`config.mk`:
```
export PLATFORM = sky130hd
export DESIGN_NAME = spike_rate_decoder
export DESIGN_NICKNAME = d
export VERILOG_FILES = /design/src/rtl/spike_dec_pkg.sv /design/src/rtl/spike_isi_tracker.sv /design/src/rtl/spike_rate_decoder.sv
export SDC_FILE = /design/constraint.sdc
export NUM_CORES = 1
export LEC_CHECK = 0
export BUFFER_PORTS_ARGS = -buffer_cell sky130_fd_sc_hd__clkbuf_2
export CAP_MARGIN = 40
export CORE_MARGIN = 10
export CORE_UTILIZATION = 45
export CTS_CLUSTER_DIAMETER = 100
export DETAILED_ROUTE_END_ITERATION = 16
export PLACE_DENSITY = 0.66
export RECOVER_POWER = 25
export SETUP_SLACK_MARGIN = 0.1
export SKIP_LAST_GASP = 1
export SYNTH_ARGS = -nofsm -noshare
export SYNTH_HDL_FRONTEND = slang
export SYNTH_SLANG_ARGS = --single-unit
```
`constraint.sdc`:
```
create_clock -name clk -period 2.22 [get_ports clk]
set_clock_uncertainty 0.2 [all_clocks]
set_input_delay 0.333 -clock clk [delete_from_list [all_inputs] [get_ports clk]]
set_output_delay 0.333 -clock clk [all_outputs]
set_load 0.05 [all_outputs]
```
`src/rtl/spike_dec_pkg.sv`:
```
// rtl/spike_dec_pkg.sv - shared state type, limits and saturating helper for the spike rate decoder
package spike_dec_pkg;

  typedef enum logic {
    IDLE  = 1'b0,
    ACCUM = 1'b1
  } state_e;

  localparam int DEF_CNT_W = 8;
  localparam int DEF_WIN_W = 10;
  localparam int DEF_ISI_W = 8;

  localparam int CNT_MAX = (1 << DEF_CNT_W) - 1;
  localparam int ISI_MAX = (1 << DEF_ISI_W) - 1;

  // Increment that sticks at lim instead of wrapping back to zero
  function automatic logic [31:0] sat_inc(input logic [31:0] v, input logic [31:0] lim);
    return (v >= lim) ? v : v + 32'd1;
  endfunction

endpackage

```
`src/rtl/spike_isi_tracker.sv`:
```
// rtl/spike_isi_tracker.sv - rising-edge event detect and minimum inter-spike interval per window
module spike_isi_tracker
  import spike_dec_pkg::*;
#(
  parameter int ISI_W = DEF_ISI_W
) (
  input  logic             clk,
  input  logic             reset,
  input  logic             spike_in,
  input  logic             accum,         // a window is being accumulated this cycle
  input  logic             window_start,  // entering window cycle 0 from idle at the next edge
  input  logic             window_end,    // this is the last cycle of the current window
  output logic             event_o,       // rising edge of spike_in this cycle
  output logic [ISI_W-1:0] min_isi_now    // min ISI including this cycle's event
);

  localparam logic [31:0] ISI_LIM = 32'((64'd1 << ISI_W) - 64'd1);

  logic             spike_q, spike_d;
  logic             have_prev_q, have_prev_d;
  logic [ISI_W-1:0] isi_t_q, isi_t_d;
  logic [ISI_W-1:0] min_isi_q, min_isi_d;

  assign event_o = spike_in & ~spike_q;

  // Fold this cycle's interval into the running minimum, only once a prior event exists
  always_comb begin
    min_isi_now = min_isi_q;
    if (event_o && have_prev_q && (isi_t_q < min_isi_q)) begin
      min_isi_now = isi_t_q;
    end
  end

  // Next-state: clear on any window boundary, otherwise time intervals between events
  always_comb begin
    spike_d     = spike_in;
    have_prev_d = have_prev_q;
    isi_t_d     = isi_t_q;
    min_isi_d   = min_isi_q;
    if (window_start || window_end) begin
      have_prev_d = 1'b0;
      isi_t_d     = ISI_W'(1);
      min_isi_d   = '1;
    end else if (accum) begin
      min_isi_d = min_isi_now;
      if (event_o) begin
        have_prev_d = 1'b1;
        isi_t_d     = ISI_W'(1);
      end else begin
        isi_t_d = ISI_W'(sat_inc(32'(isi_t_q), ISI_LIM));
      end
    end
  end

  // Tracker registers; min_isi idles at all-ones so an empty window reads as "no interval"
  always_ff @(posedge clk or posedge reset) begin
    if (reset) begin
      spike_q     <= 1'b0;
      have_prev_q <= 1'b0;
      isi_t_q     <= '0;
      min_isi_q   <= '1;
    end else begin
      spike_q     <= spike_d;
      have_prev_q <= have_prev_d;
      isi_t_q     <= isi_t_d;
      min_isi_q   <= min_isi_d;
    end
  end

endmodule

```
`src/rtl/spike_rate_decoder.sv`:
```
// rtl/spike_rate_decoder.sv - windowed spike counter with min-ISI and valid/ready result output
module spike_rate_decoder
  import spike_dec_pkg::*;
#(
  parameter int CNT_W = DEF_CNT_W,
  parameter int WIN_W = DEF_WIN_W,
  parameter int ISI_W = DEF_ISI_W
) (
  input  logic             clk,
  input  logic             reset,
  input  logic             enable,
  input  logic             spike_in,
  input  logic [WIN_W-1:0] window_len,
  input  logic             out_ready,
  output logic             out_valid,
  output logic [CNT_W-1:0] out_count,
  output logic [ISI_W-1:0] out_min_isi,
  output logic             overrun,
  output logic             busy
);

  localparam logic [31:0] CNT_LIM = 32'((64'd1 << CNT_W) - 64'd1);

  state_e           state_q, state_d;
  logic [WIN_W-1:0] win_cnt_q, win_cnt_d;
  logic [CNT_W-1:0] count_q, count_d;
  logic             out_valid_q, out_valid_d;
  logic [CNT_W-1:0] out_count_q, out_count_d;
  logic [ISI_W-1:0] out_min_isi_q, out_min_isi_d;
  logic             overrun_q, overrun_d;

  logic             in_accum;
  logic             window_start;
  logic             window_end;
  logic             spike_event;
  logic [CNT_W-1:0] count_now;
  logic [ISI_W-1:0] min_isi_now;

  assign in_accum     = (state_q == ACCUM);
  assign window_start = (state_q == IDLE) && enable;
  assign window_end   = in_accum && (win_cnt_q == '0);
  assign count_now    = spike_event ? CNT_W'(sat_inc(32'(count_q), CNT_LIM)) : count_q;

  spike_isi_tracker #(
    .ISI_W(ISI_W)
  ) u_isi (
    .clk         (clk),
    .reset       (reset),
    .spike_in    (spike_in),
    .accum       (in_accum),
    .window_start(window_start),
    .window_end  (window_end),
    .event_o     (spike_event),
    .min_isi_now (min_isi_now)
  );

  // FSM and window countdown; window_len minus one wraps so zero gives the full 2^WIN_W span
  always_comb begin
    state_d   = state_q;
    win_cnt_d = win_cnt_q;
    case (state_q)
      IDLE: begin
        if (enable) begin
          state_d   = ACCUM;
          win_cnt_d = window_len - WIN_W'(1);
        end
      end
      ACCUM: begin
        if (!enable) begin
          state_d = IDLE;
        end else if (window_end) begin
          win_cnt_d = window_len - WIN_W'(1);
        end else begin
          win_cnt_d = win_cnt_q - WIN_W'(1);
        end
      end
      default: state_d = IDLE;
    endcase
  end

  // Per-window event count, restarted at every window boundary
  always_comb begin
    count_d = count_q;
    if (window_start || window_end) begin
      count_d = '0;
    end else if (in_accum) begin
      count_d = count_now;
    end
  end

  // Result register: accept drains it, a commit refills it unless the old result is still unread
  always_comb begin
    out_valid_d   = out_valid_q;
    out_count_d   = out_count_q;
    out_min_isi_d = out_min_isi_q;
    overrun_d     = overrun_q;
    if (window_start) begin
      overrun_d = 1'b0;
    end
    if (out_valid_q && out_ready) begin
      out_valid_d = 1'b0;
    end
    if (window_end) begin
      if (!out_valid_q || out_ready) begin
        out_valid_d   = 1'b1;
        out_count_d   = count_now;
        out_min_isi_d = min_isi_now;
      end else begin
        overrun_d = 1'b1;
      end
    end
  end

  // State, counters and output registers
  always_ff @(posedge clk or posedge reset) begin
    if (reset) begin
      state_q       <= IDLE;
      win_cnt_q     <= '0;
      count_q       <= '0;
      out_valid_q   <= 1'b0;
      out_count_q   <= '0;
      out_min_isi_q <= '0;
      overrun_q     <= 1'b0;
    end else begin
      state_q       <= state_d;
      win_cnt_q     <= win_cnt_d;
      count_q       <= count_d;
      out_valid_q   <= out_valid_d;
      out_count_q   <= out_count_d;
      out_min_isi_q <= out_min_isi_d;
      overrun_q     <= overrun_d;
    end
  end

  assign out_valid   = out_valid_q;
  assign out_count   = out_count_q;
  assign out_min_isi = out_min_isi_q;
  assign overrun     = overrun_q;
  assign busy        = in_accum;

endmodule

```
==> metrics.cfg, run 1 <==
[status]
status=finished with violations
violations=setup timing

[logic_synthesis]
synth_edf_count=0
synth_area_leaders=dfrtp_1, dfstp_2, ha_1
ys.flop_type=dfrtp_1
synth_warnings=0
synth_fp_nets=363
synth_cells=336
synth_top_area_cell=dfrtp_1
synth_cell_type_count=56
synth-async-reset-ratio_pct=100.0
syn_avg_cell_area_um2=9.321
ys_seq_area_share_pct=44.27
synth_area_um2=3132
synth-seq-cells=55
netlist.area_leader.share_pct=37.55

[worst_setup_path]
worstSetupPathType=register to register
crit_path_end_kind=register
arrival_ns=2.43
slowest_delay_ns=0.56
cp_slowest_cell=dfstp_2
crit_required_ns=2.28
path_max_fanout=8
crit_buf_inv=1
cp-start-kind=register
path_cells=inv_2, ha_4, or4bb_4, a221oi_4, o31ai_4, a21oi_4, o22a_1
path_delay_family=compound AO/OA/AOI/OAI gates

[clock_network]
htreeDepth=2
clkSinkCount=55
cts_made_buffers=5
tritoncts=done
clock_tree.root_cell=clkbuf_8
clockBufferDepth=2
clk_latency_ns=0.31
cts.clk_slew.worst_paths_ns=0.10

[timing]
timing.final.crit_share_pct=106.9
maxSlewHeadroom_pct=25.60
worst_pin_slew_ns=1.116
slew_viol_final=0
fmax_mhz=421.5
fin_ws_ns=-0.1527
hold_viol_final=0
setup_viol=23
rsz0062_at_grt=true
period_minus_slack_ns=2.373
tns_ns=-2.398

[die]
die_w_um=103.4
die_h_um=103.4
core_area_um2=6794
initial_core_util_pct=46.10
rows=30
io_pins=34
die_area_um2=10700

[place]
preCtsSetupSlack_ns=-0.1826
dp.cells=499
finalWeightedCongestion=0.8226
portBuffers=33
hpwl_um=5665

[route]
ant_nets=0
dr.pass1.iters=4
drt_iter0_markers=96
post_drt_wl_per_cell_um=14.81
drc=0
vias=2770
wirelength_um=7686
via_per_inst=5.337

[global_route]
gr-total-overflow=0
grt_pass1_vias=2717
grtUsageTotal_pct=14.98
antenna_found_initial=0
met3_usage_pct=2.658
busiest_layer=met2
grt_max_degree=29
grt_pass1_wl_um=12940
grtUsageMet1_pct=19.59
met2_usage_pct=24.71

[worst_hold_path]
min_path_type=input port to register

[pwr]
power_density_nw_per_um2=546.6
leakage_uw=0.001979
peakVddDrop_uv=248.1
power_uw=2290

[cells_and_area]
final_core_util_pct=61.68
syn_to_final_growth_pct=33.80
drive_above_1_share_pct=36.88
nets=450
antenna_cells=0
final_cells=519

[job]
drv_cap=0

==> final timing paths <==
check / slack [ns] / to / cells after the start / startpoint
setup / recovery: -0.15 / u_isi.min_isi_q[6]$_DFFE_PP1P_ / 7 / u_isi.min_isi_q[7]$_DFFE_PP1P_
hold / removal: 0.17 / win_cnt_q[0]$_DFFE_PP0P_ / 4 / window_len[0]
setup reg to reg: -0.15 / u_isi.min_isi_q[6]$_DFFE_PP1P_ / 7 / u_isi.min_isi_q[7]$_DFFE_PP1P_
hold reg to reg: 0.28 / out_count[3]$_DFFE_PP0P_ / 2 / out_count[3]$_DFFE_PP0P_
max in group asynchronous: 0.33 / u_isi.isi_t_q[7]$_DFFE_PP0P_ / 4 / reset
min in group asynchronous: 0.43 / out_valid$_DFF_PP0_ / 3 / reset
==> layer usage <==
metal	vias up	share of wire, %
li1	1394	-
met1	1327	47
met2	43	49
met3	6	3.1
met4	0	1.1
met5	-	0
==> synthesized netlist by cell type (all sizes together), types with 3 or more instances <==
cell    count
dfrtp      47
nand2      37
nor2       29
o21ai      28
a21oi      23
inv        17
ha         12
mux2i      10
nand3      10
clkbuf      8
dfstp       8
o22a        8
o31ai       8
buf         7
nand2b      7
nor3        7
xnor2       7
xor2        6
nand4       5
o211ai      4
a22o        3
a31oi       3
and4        3
nor4        3
==> state kept, by name, indices dropped and copies added, names as in the netlist <==
signal and flops:
win_cnt_q 10, count_q 8, out_count 8, out_min_isi 8, u_isi.isi_t_q 8, u_isi.min_isi_q 8, busy 1, out_valid 1
overrun 1, u_isi.have_prev_q 1, u_isi.spike_q 1
==> cell families (layout without fill, tap and decap cells) <==
logic type	after synthesis	count (layout)	share of synthesized area (%)
mux	12	12	3.915
buf+inv	32	119	4.434
simple gates	120	120	19.70
flops	55	55	44.27
xor+xnor	13	13	3.636
fa+ha+maj	12	12	4.794
compound gates	92	92	19.26
==> final cells by class <==
type	instances	area, µm²
clock buffers	5	68.82
clock inverters	2	13.76
fillers	570	2604
inverters	17	63.81
multi-input cells	249	1861
flip-flops and latches	55	1388
well taps	96	120.1
repair buffers	95	675.6
==> through the flow <==
stage,instance area (µm²),hold WS (ns)
global route,4190,0.1937
global placement,3791,0.1150
floorplan,3211,0.1644
CTS,4044,0.1437
detailed placement,3791,0.1185
finish,4190,0.1656
==> cell usage in the layout (no fill, tap or decap), drive strengths merged, types with 10 or more instances in the layout <==
cell / count
nor2: 29
a21oi: 23
buf: 58
inv: 17
mux2i: 10
ha: 12
dfrtp: 47
nand2: 37
clkbuf: 40
o21ai: 28
nand3: 10
==> report_power, final <==
part / internal (µW) / leakage [µW] / switching (µW)
clock: 217 / 0.0000440 / 329
combinational: 284 / 0.00123 / 338
sequential: 1080 / 0.000702 / 44.2
==> worst register-to-register path, delay by kind of cell, from the launching register on <==
kind,cells,cell delay [ns]
fa+ha+maj,1,0.15
compound gates,4,0.86
simple gates,1,0.52
flops,1,0.56
buf+inv,1,0.05
==> what timing repair did <==
item | 4_1_cts | 5_1_grt
setup buffers | 5 | 6
resized for setup | 35 | 25
endpoints found under the hold margin | 15 | 0
setup endpoints to repair | 35 | 44
hold buffers | 2 | 0
pin swaps | 31 | 20
Power figures use the tool's default switching activity.
==> run 2: changes to the inputs <==
CELL_PAD_IN_SITES_DETAIL_PLACEMENT = 1   (was unset)
CELL_PAD_IN_SITES_GLOBAL_PLACEMENT = 2   (was unset)
CORE_UTILIZATION = 33   (was 45)
PLACE_DENSITY = unset   (was 0.66)
PLACE_DENSITY_LB_ADDON = 0.1   (was unset)
==> run 2 against run 1 <==
Effect of this change: the flow still finishes with violations (setup timing); fmax about the same; final cell count grew 7.3%; flip-flop and latch count unchanged; worst hold slack lost 0.040 ns; highest routed layer unchanged.
==> metrics.cfg, run 2 (synthesized netlist as in run 1, its figures left out) <==
[cells_and_area]
largest_reg_flops=10  ; unchanged
antenna_cells=0  ; unchanged
largest_register=win_cnt_q  ; unchanged
seqCellArea_um2=1388  ; unchanged
fin_area_um2=4343  ; was 4190 µm²
drive_above_1_share_pct=38.08  ; was 36.88%
final_core_util_pct=47.00  ; was 61.68%
layout_common_cells=buf_4, dfrtp_1, nand2_1  ; was buf_4, dfrtp_1, nand2_1, clkbuf_2, nor2_1
syn_to_final_growth_pct=38.67  ; was 33.80%
final_common_cell=buf_4  ; unchanged
nets=454  ; was 450
fillCellCount=1068  ; was 570
multi_input_area_um2=1917  ; was 1861 µm²

[global_route]
grt_pass1_vias=3096  ; was 2,717
grtUsageTotal_pct=13.52  ; was 14.98%
antenna_found_initial=0  ; unchanged
gr-total-overflow=0  ; unchanged
grt_max_degree=56  ; was 29
grt_pass1_wl_um=15820  ; was 12,940 µm

[die]
io_pins=34  ; unchanged
die_area_um2=13790  ; was 10,700 µm²
die_h_um=117.4  ; was 103.4 µm
core_area_um2=9240  ; was 6794 µm²
die_w_um=117.4  ; was 103.4 µm
rows=35  ; was 30
initial_core_util_pct=33.89  ; was 46.10%

[pwr]
leakage_uw=0.002029  ; was 0.001979 µW
p_seq_share_pct=46.8  ; was 49.0%
p_int_uw=1634  ; was 1579 µW
comb_power_share_pct=27.5  ; was 27.1%
peakVddDrop_uv=245.0  ; was 248.1 µV
power_density_nw_per_um2=552.8  ; was 546.6 nW/µm²
p_sw_uw=766.4  ; was 711.1 µW
p_sw_share_pct=31.92  ; was 31.05%
clkPwrFrac_pct=25.6  ; was 23.8%

[route]
drt_iter0_markers=124  ; was 96
vias=2825  ; was 2,770
wirelength_um=9339  ; was 7686 µm
ant_nets=0  ; unchanged
via_per_inst=5.072  ; was 5.337
post_drt_wl_per_cell_um=16.77  ; was 14.81 µm
dr.pass1.iters=4  ; unchanged
drc=0  ; unchanged

[timing]
hold_viol_final=0  ; unchanged
maxSlewHeadroom_pct=47.64  ; was 25.60%
fin_ws_ns=-0.1528  ; was -0.1527 ns
timing.final.crit_share_pct=106.9  ; about the same
rsz0062_at_grt=true  ; unchanged
setup_viol=29  ; was 23
period_minus_slack_ns=2.373  ; about the same
slew_viol_final=0  ; unchanged
holdWs_ns=0.1255  ; was 0.1656 ns
worst_pin_slew_ns=0.7855  ; was 1.116 ns
fmax_mhz=421.5  ; about the same

[clock_network]
cts.clk_slew.worst_paths_ns=0.11  ; was 0.10 ns
clockBufferDepth=2  ; unchanged
tritoncts=done  ; unchanged
htreeDepth=2  ; unchanged
clkSinkCount=55  ; unchanged
clk_latency_ns=0.32  ; was 0.31 ns
clock_tree.root_cell=clkbuf_8  ; unchanged
cts_made_buffers=5  ; unchanged

[place]
place_area_um2=3825  ; was 3791 µm²
finalWeightedCongestion=0.7428  ; was 0.8226
hpwl_um=6850  ; was 5665 µm
portBuffers=33  ; unchanged

[worst_setup_path]
worstSetupPathType=register to register  ; unchanged
path_cells=inv_2, ha_4, or4bb_4, a221oi_4, o31ai_4, a21oi_4, o22a_1  ; unchanged
crit_path_end_kind=register  ; unchanged
crit_required_ns=2.28  ; about the same
slowest_delay_ns=0.55  ; was 0.56 ns
cp-start-kind=register  ; unchanged
arrival_ns=2.43  ; about the same
path_max_fanout=8  ; unchanged
worstRegToRegCells=7  ; unchanged
cp_slowest_cell=dfstp_2  ; unchanged
worstReg2RegStart=u_isi.min_isi_q[7]$_DFFE_PP1P_  ; unchanged
critPathLaunch=u_isi.min_isi_q[7]$_DFFE_PP1P_  ; unchanged

[job]
drv_cap=0  ; unchanged

[worst_hold_path]
min_from=spike_in  ; was window_len[0]
hold_depth=2  ; was 4
min_path_type=input port to register  ; unchanged

[status]
status=finished with violations  ; unchanged
violations=setup timing  ; unchanged

## run 2: cell types whose count changed in the layout (fill, tap and decap cells not counted), moves of 2 or more
cell      delta
ha_4         +2
nand2_4      +2
buf_4        +3
clkbuf_2     -2
ha_1         -2
## run 2: area by class of cell
cell class | instances | area share, %
clock inverters | 2 | 0.3745
flip-flops and latches | 55 | 31.95
repair buffers | 99 | 16.45
well taps | 129 | 3.717
inverters | 17 | 1.469
clock buffers | 6 | 1.901
multi-input cells | 249 | 44.14
## run 2: per-layer routing
layer  track usage, %  part of all wire (%)
met2            24.16                    53
met3            2.590                   2.9
met5                0                     0
met1            16.14                    43
met4            3.286                   1.0
## run 2: path summary, 6_finish.rpt
| check | endpoint | slack (ns) |
|---|---|---|
| max in group asynchronous | busy$_DFF_PP0_ | 0.67 |
| setup / recovery | u_isi.min_isi_q[0]$_DFFE_PP1P_ | -0.15 |
| hold / removal | u_isi.spike_q$_DFF_PP0_ | 0.13 |
| min in group asynchronous | out_count[7]$_DFFE_PP0P_ | 0.61 |
| setup reg to reg | u_isi.min_isi_q[0]$_DFFE_PP1P_ | -0.15 |
| hold reg to reg | out_count[1]$_DFFE_PP0P_ | 0.29 |
## run 2: what timing repair did
action / 4_1_cts / 5_1_grt
hold endpoints to repair: 47 / 1
setup endpoints to repair: 38 / 42
gates resized for setup: 57 / 17
cloned: 1 / 0
pin swaps: 32 / 19
buffers inserted: 13 / 4
hold buffers: 1 / 1
## run 2: power groups by stage
stage	Combinational (µW)	Sequential [µW]	Clock, µW
after floorplan	259	1200	0
after global placement	548	1140	0
after detailed placement	559	1140	0
after CTS	655	1130	637
after global routing	728	1140	677
final	661	1120	616
## run 2: stage by stage
| step | std cells | total power [µW] | setup slack [ns] | setup TNS, ns |
|---|---|---|---|---|
| 2_1_floorplan | 336 | 1459 | -0.1554 | -1.243 |
| 3_3_place_gp | 531 | 1689 | -0.1365 | -1.688 |
| 3_5_place_dp | 531 | 1703 | -0.1972 | -3.188 |
| 4_1_cts | 554 | 2417 | -0.1774 | -2.958 |
| 5_1_grt | 557 | 2541 | -0.2513 | -5.299 |
| 6_report | 557 | 2401 | -0.1528 | -2.745 |
## run 2: worst max-delay path, delay by kind of cell (launching register included)
family                     cells  cell delay, ns
AOI/OAI and AO/OA              4            0.83
adders and majority gates      1            0.15
buffers and inverters          1            0.05
DFF                            1            0.55
and+or+nand+nor                1            0.53
==> run 3: changes to the inputs <==
CELL_PAD_IN_SITES_DETAIL_PLACEMENT = 0   (was 1)
CELL_PAD_IN_SITES_GLOBAL_PLACEMENT = 1   (was 2)
CORE_UTILIZATION = 41   (was 33)
GPL_TIMING_DRIVEN = 0   (was unset)
SKIP_CTS_REPAIR_TIMING = 1   (was unset)
==> run 3 against run 2 <==
Effect of this change: the run still ends with setup timing left; non-clock buffer count down 20; final cell count down 9.0%; sequential share of layout area up 1.8 points; combinational power down 26%; largest cell class unchanged; critical endpoint is now out_min_isi[7]$_DFFE_PP0P_; global-route usage about the same.
==> metrics.cfg, run 3 (synthesized netlist as in run 1, its figures left out) <==
[global_route]
gr-total-overflow=0  ; unchanged
grt_max_degree=34  ; was 56
antenna_found_initial=0  ; unchanged
grt_pass1_vias=2603  ; was 3,096
grtUsageTotal_pct=13.52  ; about the same
grt_pass1_wl_um=12940  ; was 15,820 µm

[worst_setup_path]
worstSetupPathType=register to register  ; unchanged
worstRegToRegCells=9  ; was 7
slowest_delay_ns=0.56  ; was 0.55 ns
crit_required_ns=2.21  ; was 2.28 ns
crit_path_end_kind=register  ; unchanged
path_max_fanout=8  ; unchanged
cp_slowest_cell=dfstp_2  ; unchanged
path_delay_family=flip-flops  ; was compound AO/OA/AOI/OAI gates
cp-start-kind=register  ; unchanged
cp_num_cells=9  ; was 7
crit_buf_inv=3  ; was 1
critPathLaunch=u_isi.min_isi_q[7]$_DFFE_PP1P_  ; unchanged
rrSetupSlack_ns=-0.27  ; was -0.15 ns
worstReg2RegStart=u_isi.min_isi_q[7]$_DFFE_PP1P_  ; unchanged
arrival_ns=2.48  ; was 2.43 ns
path_cells=inv_2, ha_4, or4bb_4, a221oi_4, o31ai_2, buf_6, buf_4, mux2i_1, a21oi_1  ; was inv_2, ha_4, or4bb_4, a221oi_4, o31ai_4, a21oi_4, o22a_1
endpoint=out_min_isi[7]$_DFFE_PP0P_  ; was u_isi.min_isi_q[0]$_DFFE_PP1P_
r2r_end=out_min_isi[7]$_DFFE_PP0P_  ; was u_isi.min_isi_q[0]$_DFFE_PP1P_

[die]
io_pins=34  ; unchanged
die_h_um=107.4  ; was 117.4 µm
die_w_um=107.4  ; was 117.4 µm
rows=31  ; was 35
die_area_um2=11530  ; was 13,790 µm²
initial_core_util_pct=42.72  ; was 33.89%
core_area_um2=7331  ; was 9240 µm²

[place]
place_area_um2=3527  ; was 3825 µm²
preCtsSetupSlack_ns=-0.4141  ; was -0.1972 ns
portBuffers=33  ; unchanged
dp.cells=470  ; was 531
finalWeightedCongestion=0.8043  ; was 0.7428
hpwl_um=5624  ; was 6850 µm

[cells_and_area]
final_cells=507  ; was 557
largest_register=win_cnt_q  ; unchanged
final_common_cell=dfrtp_1  ; was buf_4
drive_above_1_share_pct=33.33  ; was 38.08%
largest_reg_flops=10  ; unchanged
nets=434  ; was 454
fin_area_um2=4120  ; was 4343 µm²
antenna_cells=0  ; unchanged
layout_common_cells=dfrtp_1, clkbuf_2, nand2_1  ; was buf_4, dfrtp_1, nand2_1
final_core_util_pct=56.20  ; was 47.00%
syn_to_final_growth_pct=31.56  ; was 38.67%

[timing]
slew_viol_final=0  ; unchanged
period_minus_slack_ns=2.490  ; was 2.373 ns
timing.final.crit_share_pct=112.2  ; was 106.9%
worst_pin_slew_ns=0.9302  ; was 0.7855 ns
fin_ws_ns=-0.2698  ; was -0.1528 ns
hold_viol_final=0  ; unchanged
fmax_mhz=401.6  ; was 421.5 MHz
holdWs_ns=0.1640  ; was 0.1255 ns
setup_viol=30  ; was 29
rsz0062_at_grt=true  ; unchanged
maxSlewHeadroom_pct=37.92  ; was 47.64%

[status]
violations=setup timing  ; unchanged
status=finished with violations  ; unchanged

[route]
post_drt_wl_per_cell_um=15.43  ; was 16.77 µm
via_per_inst=5.361  ; was 5.072
drc=0  ; unchanged
wirelength_um=7822  ; was 9339 µm
dr.pass1.iters=4  ; unchanged
vias=2718  ; was 2,825
ant_nets=0  ; unchanged
drt_iter0_markers=97  ; was 124

[pwr]
leakage_uw=0.001893  ; was 0.002029 µW
peakVddDrop_uv=288.2  ; was 245.0 µV
power_density_nw_per_um2=551.0  ; was 552.8 nW/µm²

[clock_network]
htreeDepth=2  ; unchanged
clkSinkCount=55  ; unchanged
clk_latency_ns=0.30  ; was 0.32 ns
cts.clk_slew.worst_paths_ns=0.09  ; was 0.11 ns
clock_tree.root_cell=clkbuf_8  ; unchanged
cts_made_buffers=5  ; unchanged
clockBufferDepth=2  ; unchanged
tritoncts=done  ; unchanged

[worst_hold_path]
min_path_type=input port to register  ; unchanged

[job]
drv_cap=0  ; unchanged

run 3: through the flow:
stage	power [µW]	TNS (ns)
4_1_cts	2193	-11.72
3_3_place_gp	1566	-29.44
2_1_floorplan	1459	-1.243
3_5_place_dp	1578	-10.82
6_report	2270	-4.627
5_1_grt	2419	-7.401
run 3: metal layers:
metal	part of all wire, %	GRT usage [%]	up-vias
li1	-	-	1356
met1	47	17.64	1321
met2	49	22.34	39
met3	2.9	2.395	2
met4	0.49	3.817	0
met5	0	0	-
run 3: final cells by class:
class,count,area [µm²]
plain buffers,15,98.84
clock buffers,8,100.1
fillers,671,3211
inverters,17,63.81
multi-input cells,249,1893
flip-flops and latches,55,1391
well taps,99,123.9
repair buffers,64,449.2
run 3: worst min path at each step:
| stage | startpoint | end | cells after the start |
|---|---|---|---|
| floorplan | spike_in | u_isi.spike_q$_DFF_PP0_ | 0 |
| global placement | enable | busy$_DFF_PP0_ | 1 |
| detailed placement | reset | u_isi.isi_t_q[6]$_DFFE_PP0P_ | 2 |
| CTS | reset | u_isi.isi_t_q[4]$_DFFE_PP0P_ | 2 |
| global route | window_len[9] | win_cnt_q[9]$_DFFE_PP0P_ | 3 |
| finish | window_len[9] | win_cnt_q[9]$_DFFE_PP0P_ | 3 |
run 3: report_power, final:
group	switching, µW	internal (µW)
logic	267	222
clock network	314	286
registers	102	1080
total	683	1590
run 3: worst min-delay path: cells and delay by family:
family,cells,cell delay [ns]
AO/OA/AOI/OAI,1,0.09
XOR/XNOR,1,0.12
buffers and inverters,1,0.08
